## config.mk

```make
export PLATFORM = sky130hd
export DESIGN_NAME = hamsa_l0_line_fill_flat
export DESIGN_NICKNAME = d
export VERILOG_FILES = /design/src/rtl/hamsa_l0_pkg.sv /design/src/rtl/hamsa_l0_line_fill_if.sv /design/src/rtl/hamsa_l0_line_asm.sv /design/src/rtl/hamsa_l0_line_fill.sv /design/src/flat_wrapper.sv
export SDC_FILE = /design/constraint.sdc
export NUM_CORES = 1
export LEC_CHECK = 0
export ABC_AREA = 0
export CORE_AREA = 2 2 147 149
export DETAILED_ROUTE_END_ITERATION = 12
export DIE_AREA = 0 0 149 151
export PLACE_DENSITY = 0.76
export SYNTH_ARGS = -nofsm -noshare
export SYNTH_HDL_FRONTEND = slang
export SYNTH_SLANG_ARGS = --single-unit
export TNS_END_PERCENT = 20
```

## constraint.sdc

```tcl
create_clock -name clk -period 2.1 [get_ports clk]
set_input_delay 0.42 -clock clk [delete_from_list [all_inputs] [get_ports clk]]
set_output_delay 0.42 -clock clk [all_outputs]
set_load 0.1 [all_outputs]
```

## src/rtl/hamsa_l0_pkg.sv

```systemverilog
// hamsa_l0_pkg
// Shared types and constants for the L0 instruction-cache line-fill engine.
//   fill_state_e : refill FSM states
//   line_addr_t  : byte address split into tag / index / line offset, laid out
//                  the same way the L0 cache decodes its addresses
//   line_base()  : clears the offset field so any fetch address maps onto the
//                  first byte of its line
package hamsa_l0_pkg;

    localparam int          LINE_WORDS = 4;
    localparam logic [31:0] LINE_BYTES = 32'd16;
    localparam int          OFF_W      = 4;
    localparam int          IDX_W      = 6;
    localparam int          TAG_W      = 32 - IDX_W - OFF_W;

    // Last line in the 32-bit space; prefetching past it would wrap to 0.
    localparam logic [31:0] TOP_LINE   = 32'hFFFF_FFF0;

    typedef enum logic [2:0] {
        ST_IDLE,
        ST_FILL,
        ST_WRITE,
        ST_PF_CHECK,
        ST_DRAIN
    } fill_state_e;

    typedef struct packed {
        logic [TAG_W-1:0] tag;
        logic [IDX_W-1:0] idx;
        logic [OFF_W-1:0] offset;
    } line_addr_t;

    function automatic line_addr_t line_base(input logic [31:0] addr);
        line_addr_t la;
        la        = addr;
        la.offset = '0;
        return la;
    endfunction

endpackage

```

## src/rtl/hamsa_l0_line_fill_if.sv

```systemverilog
// hamsa_l0_line_fill_if
// OBI-style instruction-memory read port used by the line-fill engine.
//   req    : word read request (master -> memory)
//   addr   : word-aligned byte address (master -> memory)
//   gnt    : request accepted this cycle (memory -> master)
//   rvalid : read data valid, in request order (memory -> master)
//   rdata  : read data (memory -> master)
interface hamsa_l0_line_fill_if;

    logic        req;
    logic [31:0] addr;
    logic        gnt;
    logic        rvalid;
    logic [31:0] rdata;

    modport master (
        output req,
        output addr,
        input  gnt,
        input  rvalid,
        input  rdata
    );

    modport slave (
        input  req,
        input  addr,
        output gnt,
        output rvalid,
        output rdata
    );

endinterface

```

## src/rtl/hamsa_l0_line_asm.sv

```systemverilog
// hamsa_l0_line_asm
// Register bank holding the words of one cache line while it is being refilled.
//   clk, rst_n : clock, asynchronous active-low reset
//   wr_en_i    : store wr_word_i into slot wr_idx_i
//   wr_idx_i   : word slot within the line
//   wr_word_i  : returned memory word
//   line_o     : assembled line, word k in bits [32k+31:32k]
module hamsa_l0_line_asm
    import hamsa_l0_pkg::*;
(
    input  logic                       clk,
    input  logic                       rst_n,
    input  logic                       wr_en_i,
    input  logic [1:0]                 wr_idx_i,
    input  logic [31:0]                wr_word_i,
    output logic [LINE_WORDS*32-1:0]   line_o
);

    logic [LINE_WORDS-1:0][31:0] words_q, words_d;

    always_comb begin
        words_d = words_q;
        if (wr_en_i) begin
            words_d[wr_idx_i] = wr_word_i;
        end
    end

    always_ff @(posedge clk or negedge rst_n) begin
        if (!rst_n) begin
            words_q <= '0;
        end else begin
            words_q <= words_d;
        end
    end

    assign line_o = words_q;

endmodule

```

## src/rtl/hamsa_l0_line_fill.sv

```systemverilog
// hamsa_l0_line_fill
// Refill engine in front of the L0 instruction cache. A demand miss fetches the
// four words of its line over the memory port, writes the assembled line into
// the cache, then optionally prefetches the next sequential line unless the
// cache reports it already resident.
//   clk, rst_n   : clock, asynchronous active-low reset
//   miss_i       : demand miss, held by the fetch stage until the line hits
//   miss_addr_i  : demand fetch address (any byte offset)
//   flush_i      : abort the current fill
//   busy_o       : engine not idle
//   mem          : instruction-memory read port (master side)
//   wr_addr_o    : line address for the cache write port
//   wr_data_o    : assembled 128-bit line
//   wr_enable_o  : one-cycle cache write strobe
//   pf_addr_o    : next-line address on the cache's match port C
//   pf_hit_i     : match port C result for pf_addr_o
module hamsa_l0_line_fill #(
    parameter bit PREFETCH_EN = 1'b1,
    parameter int LINE_WORDS  = 4
) (
    input  logic                         clk,
    input  logic                         rst_n,
    input  logic                         miss_i,
    input  logic [31:0]                  miss_addr_i,
    input  logic                         flush_i,
    output logic                         busy_o,
    hamsa_l0_line_fill_if.master         mem,
    output logic [31:0]                  wr_addr_o,
    output logic [127:0]                 wr_data_o,
    output logic                         wr_enable_o,
    output logic [31:0]                  pf_addr_o,
    input  logic                         pf_hit_i
);
    import hamsa_l0_pkg::*;

    if (LINE_WORDS != 4) begin : g_line_words_check
        $error("hamsa_l0_line_fill: LINE_WORDS must be 4");
    end

    fill_state_e state_q, state_d;
    line_addr_t  line_q, line_d;
    logic        demand_q, demand_d;
    logic [2:0]  req_cnt_q, req_cnt_d;
    logic [2:0]  rsp_cnt_q, rsp_cnt_d;

    logic [31:0] line_bits;
    logic        mem_req;
    logic        req_fire;
    logic        rsp_fire;
    logic        asm_wr_en;

    assign line_bits = line_q;

    // A flush drops the request combinationally; an ungranted request that is
    // withdrawn this way never counts as issued.
    assign mem_req   = (state_q == ST_FILL) && (req_cnt_q < 3'd4) && !flush_i;
    assign req_fire  = mem_req && mem.gnt;
    assign rsp_fire  = mem.rvalid && (rsp_cnt_q < 3'd4) &&
                       ((state_q == ST_FILL) || (state_q == ST_DRAIN));
    assign asm_wr_en = rsp_fire && (state_q == ST_FILL);

    assign mem.req   = mem_req;
    assign mem.addr  = mem_req ? (line_bits + {27'd0, req_cnt_q, 2'b00}) : 32'd0;

    always_comb begin
        state_d   = state_q;
        line_d    = line_q;
        demand_d  = demand_q;
        req_cnt_d = req_fire ? (req_cnt_q + 3'd1) : req_cnt_q;
        rsp_cnt_d = rsp_fire ? (rsp_cnt_q + 3'd1) : rsp_cnt_q;

        unique case (state_q)
            ST_IDLE: begin
                if (miss_i && !flush_i) begin
                    line_d    = line_base(miss_addr_i);
                    demand_d  = 1'b1;
                    req_cnt_d = '0;
                    rsp_cnt_d = '0;
                    state_d   = ST_FILL;
                end
            end
            ST_FILL: begin
                // Responses already owed for granted requests must be drained
                // before the port can be reused.
                if (flush_i) begin
                    state_d = (rsp_cnt_d == req_cnt_q) ? ST_IDLE : ST_DRAIN;
                end else if (rsp_cnt_d == 3'd4) begin
                    state_d = ST_WRITE;
                end
            end
            ST_WRITE: begin
                if (!flush_i && demand_q && PREFETCH_EN && (line_bits != TOP_LINE)) begin
                    state_d = ST_PF_CHECK;
                end else begin
                    state_d = ST_IDLE;
                end
            end
            ST_PF_CHECK: begin
                if (flush_i || pf_hit_i) begin
                    state_d = ST_IDLE;
                end else begin
                    line_d    = line_addr_t'(line_bits + LINE_BYTES);
                    demand_d  = 1'b0;
                    req_cnt_d = '0;
                    rsp_cnt_d = '0;
                    state_d   = ST_FILL;
                end
            end
            ST_DRAIN: begin
                if (rsp_cnt_d == req_cnt_q) begin
                    state_d = ST_IDLE;
                end
            end
            default: state_d = ST_IDLE;
        endcase
    end

    always_ff @(posedge clk or negedge rst_n) begin
        if (!rst_n) begin
            state_q   <= ST_IDLE;
            line_q    <= '0;
            demand_q  <= 1'b0;
            req_cnt_q <= '0;
            rsp_cnt_q <= '0;
        end else begin
            state_q   <= state_d;
            line_q    <= line_d;
            demand_q  <= demand_d;
            req_cnt_q <= req_cnt_d;
            rsp_cnt_q <= rsp_cnt_d;
        end
    end

    hamsa_l0_line_asm u_line_asm (
        .clk       (clk),
        .rst_n     (rst_n),
        .wr_en_i   (asm_wr_en),
        .wr_idx_i  (rsp_cnt_q[1:0]),
        .wr_word_i (mem.rdata),
        .line_o    (wr_data_o)
    );

    assign busy_o      = (state_q != ST_IDLE);
    assign wr_enable_o = (state_q == ST_WRITE) && !flush_i;
    assign wr_addr_o   = (state_q == ST_WRITE) ? line_bits : 32'd0;
    assign pf_addr_o   = (state_q == ST_PF_CHECK) ? (line_bits + LINE_BYTES) : 32'd0;

endmodule

```

## src/flat_wrapper.sv

```systemverilog
// flat-port wrapper written by rule: the top's interface ports become plain ports
module hamsa_l0_line_fill_flat import hamsa_l0_pkg::*;
#(
    parameter bit PREFETCH_EN = 1'b1,
    parameter int LINE_WORDS  = 4
)
  (clk, rst_n, miss_i, miss_addr_i, flush_i, busy_o, wr_addr_o, wr_data_o, wr_enable_o, pf_addr_o, pf_hit_i, mem_req, mem_addr, mem_gnt, mem_rvalid, mem_rdata);
  hamsa_l0_line_fill_if mem_i ();
  input  logic clk;
  input  logic rst_n;
  input  logic miss_i;
  input  logic [31:0] miss_addr_i;
  input  logic flush_i;
  output logic busy_o;
  output logic [31:0] wr_addr_o;
  output logic [127:0] wr_data_o;
  output logic wr_enable_o;
  output logic [31:0] pf_addr_o;
  input  logic pf_hit_i;
  output wire logic [$bits(mem_i.req)-1:0] mem_req;
  output wire logic [$bits(mem_i.addr)-1:0] mem_addr;
  input wire logic [$bits(mem_i.gnt)-1:0] mem_gnt;
  input wire logic [$bits(mem_i.rvalid)-1:0] mem_rvalid;
  input wire logic [$bits(mem_i.rdata)-1:0] mem_rdata;
  assign mem_req = mem_i.req;
  assign mem_addr = mem_i.addr;
  assign mem_i.gnt = mem_gnt;
  assign mem_i.rvalid = mem_rvalid;
  assign mem_i.rdata = mem_rdata;
  hamsa_l0_line_fill #(.PREFETCH_EN(PREFETCH_EN), .LINE_WORDS(LINE_WORDS)) u_core (.clk(clk), .rst_n(rst_n), .miss_i(miss_i), .miss_addr_i(miss_addr_i), .flush_i(flush_i), .busy_o(busy_o), .mem(mem_i), .wr_addr_o(wr_addr_o), .wr_data_o(wr_data_o), .wr_enable_o(wr_enable_o), .pf_addr_o(pf_addr_o), .pf_hit_i(pf_hit_i));
endmodule
```

==> summary.txt <==
Drt
  – DRT Pass-1 Iters: 4
  – DRT antenna net count: 0
  – Initial DRC count: 369
  – Routed Wire Length: 28.64 mm
  – Post-DR wirelength/cell: 19.32 µm
  – Residual DRC: 0
  – Vias per cell: 5.179
  – Vias: 7,676

Critical path
  – WP buf/inv: 2
  – Critical-path cell list: ha_4 -> and4_4 -> nand3_4 -> buf_12 -> or3_4 -> a21oi_4 -> buf_12
  – Max stage delay on crit path: 450 ps
  – CP most frequent cell: buf_12
  – WP data required: 1680 ps
  – Worst Setup Start Kind: flip-flop
  – Crit path DAT: 2270 ps
  – Crit-path leading delay family: simple AND/OR/NAND/NOR gates
  – Critical path's slowest cell: dfrtp_2
  – Setup crit end kind: primary output
  – Maximum fanout along the worst path: 6
  – CP Class: reg -> out

STA
  – Min cycle time layout: 2689 ps
  – Fin. Hold Viols: 0
  – Crit share post-route: 1.281
  – Setup violators final: 89
  – Final Skew: 9.474 ps
  – Fmax: 371.9 MHz
  – Worst setup margin: -589.1 ps
  – Slew Limit Fails: 0
  – RSZ-0062 raised after global routing: yes

Finish
  – Commonest non-fill, non-tap cells in the layout: buf_4 (269), dfrtp_1 (161), mux2_2 (128), buf_12 (101), clkdlybuf4s50_1 (64)
  – Diodes inserted: 0
  – Nets: 1,273
  – Synthesis-to-layout area growth: 78.72%
  – Commonest non-fill, non-tap cell in the layout: buf_4
  – Fin area: 15,130 µm²
  – Layout cells sized above 1: 0.6031

Synthesis
  – Post-synthesis mux area share: 0.1714
  – Synth warn: 0
  – Top FF cell, synth: dfrtp_1
  – Post-Synthesis Cell Area: 8467 µm²
  – Adder-cell area share of the yosys netlist: 0.01034
  – Synth Register Bits: 166
  – Post-synth EDFFs: 0
  – Post-synthesis compound-gate area fraction: 0.07330
  – Netlist cell types: 52
  – Sequential area share after synthesis: 0.4906
  – Post-Synth XOR/XNOR Area: 0.05482
  – Async set-or-reset flop fraction in the synthesized netlist: 1.000
  – Synth Instances: 780
  – Synth Area in Simple Gates: 0.1509
  – Syn Area/Cell: 10.85 µm²
  – Largest family of logic cells by synthesized area: multiplexers

Floorplan
  – Core area: 20,820 µm²
  – I/O pin total: 298
  – Starting Density: 0.4066
  – Die X: 149 µm
  – Die Span Y: 151 µm
  – Rows: 53
  – Die area: 22,500 µm²

Place
  – DP Wirelength: 21.21 mm
  – IO Port Bufs: 283
  – RD Place Congestion: 0.9040
  – Placed Area: 13,650 µm²

Clocking
  – Clock transition at path regs: 70 ps
  – Clk_lat worst skew: 420 ps
  – CTS Root Cell: clkbuf_16
  – TritonCTS clock tree: yes
  – Clk buf depth: 2
  – H-tree Lvls: 4
  – Num CTS Buffers: 17
  – CTS sink count: 166

Flow run
  – Max-cap violations: 0

Worst hold path
  – Hold WC Path Type: in -> async

Global routing
  – Overflow left after global routing: 0
  – Vias in the first global route: 7,938
  – First-pass GRT wire length: 44.21 mm
  – Tot GR Track Use: 0.2540
  – Initial antenna violation count: 1
  – Largest net degree at the start of global routing: 70

Status
  – Status: complete, but fails checks
  – Violated checks: setup timing
==> cell families (layout without fill, tap and decap cells) <==
| kind of cell | count (synthesis) | count (layout) |
|---|---|---|
| multiplexers | 129 | 129 |
| other | 1 | 10 |
| flip-flops | 166 | 166 |
| adder cells (fa/ha/maj) | 7 | 7 |
| buffers and inverters | 80 | 498 |
| AND/OR/NAND/NOR | 247 | 247 |
| AO/OA/AOI/OAI | 97 | 97 |
| XOR/XNOR | 53 | 53 |
==> worst paths after layout <==
kind,slack [ps],endpoint,startpoint,cells past startpoint
max reg2reg,100,u_core.u_line_asm.line_o[104],u_core.state_q[2],8
max,-590,mem_addr[19],u_core.line_bits[4],7
min in group clk,510,u_core.u_line_asm.line_o[76],u_core.u_line_asm.line_o[76],1
max in group asynchronous,940,u_core.u_line_asm.line_o[92],rst_n,3
min,450,u_core.u_line_asm.line_o[47],rst_n,2
min reg2reg,510,u_core.u_line_asm.line_o[76],u_core.u_line_asm.line_o[76],1
==> synthesized netlist by cell type (2+ instances only) <==
cell type | n | area (µm²)
dfrtp_1 | 166 | 4154
mux2_2 | 128 | 1441
nor2_1 | 73 | 274.0
nand2_1 | 53 | 198.9
buf_2 | 35 | 175.2
and2_1 | 33 | 206.5
xnor2_1 | 31 | 271.5
a21oi_1 | 30 | 150.1
xor2_1 | 22 | 192.7
clkbuf_1 | 18 | 67.56
buf_4 | 17 | 127.6
nand3_1 | 17 | 85.08
o21ai_0 | 15 | 75.07
o22ai_1 | 15 | 93.84
a2bb2oi_1 | 14 | 122.6
nand4_1 | 11 | 68.82
and3_1 | 10 | 62.56
inv_1 | 9 | 33.78
nor3_1 | 9 | 45.04
ha_1 | 7 | 87.58
nor4_1 | 7 | 43.79
or3_1 | 6 | 37.54
a31oi_1 | 5 | 31.28
a22oi_1 | 4 | 30.03
and4_1 | 4 | 35.03
nor2b_1 | 3 | 18.77
nor3_2 | 3 | 30.03
nor3b_1 | 3 | 22.52
o21a_1 | 3 | 22.52
o2bb2ai_1 | 3 | 26.28
or3_4 | 3 | 33.78
nand3_2 | 2 | 20.02
o22a_1 | 2 | 17.52
==> state kept, by name, summed over array words and instances (netlist names) <==
signal	cells
u_core.line_bits	28
u_core.req_cnt_q	3
u_core.u_line_asm.line_o	128
u_core.rsp_cnt_q	3
u_core.demand_q	1
u_core.state_q	3
==> layout make-up <==
cell class	count	area (µm²)
Tap cell	275	344.1
Sequential cell	166	4160
Clock buffer	20	436.7
Timing Repair Buffer	458	4969
Clock inverter	11	141.4
Inverter	9	37.54
Fill cell	1328	5690
Multi-Input combinational cell	543	5044
==> metal layers <==
| layer | global-route usage | vias up | part of all wire |
|---|---|---|---|
| li1 | - | 3528 | - |
| met1 | 0.3053 | 3785 | 0.38 |
| met2 | 0.4364 | 316 | 0.50 |
| met3 | 0.07741 | 45 | 0.088 |
| met4 | 0.08429 | 2 | 0.025 |
| met5 | 0 | - | 0.00045 |
==> metrics by stage <==
step             util  worst slack, ps  std cells  setup TNS (ps)  hold slack [ps]
3_3_place_gp   0.6555           -551.6       1422          -18680            301.0
2_1_floorplan       -           -322.4        789          -17760            124.4
4_1_cts        0.7135           -585.1       1470          -32240            454.1
5_1_grt        0.7267           -668.9       1482          -40650            469.7
6_report       0.7267           -589.1       1482          -33310            449.4
3_5_place_dp   0.6555           -604.9       1422          -22210            307.8
==> worst register-to-register path, cell delays in order (launching register included) <==
cell	delay, ps
dfrtp_1	390
buf_4	150
buf_6	130
nor2b_4	210
buf_4	160
and2_1	190
nand2_1	140
buf_4	230
mux2_2	300
==> repair_timing <==
item / 4_1_cts / 5_1_grt
gates resized for setup: 104 / 34
setup buffers: 20 / 13
pin swaps: 84 / 33
endpoints found under the setup margin: 87 / 89
hold buffers: 1 / 0
cloned: 1 / 0
hold endpoints to repair: 24 / 0
Power is not shown: default switching activity piles up to over one toggle a cycle in this logic, so the estimate is an artifact.
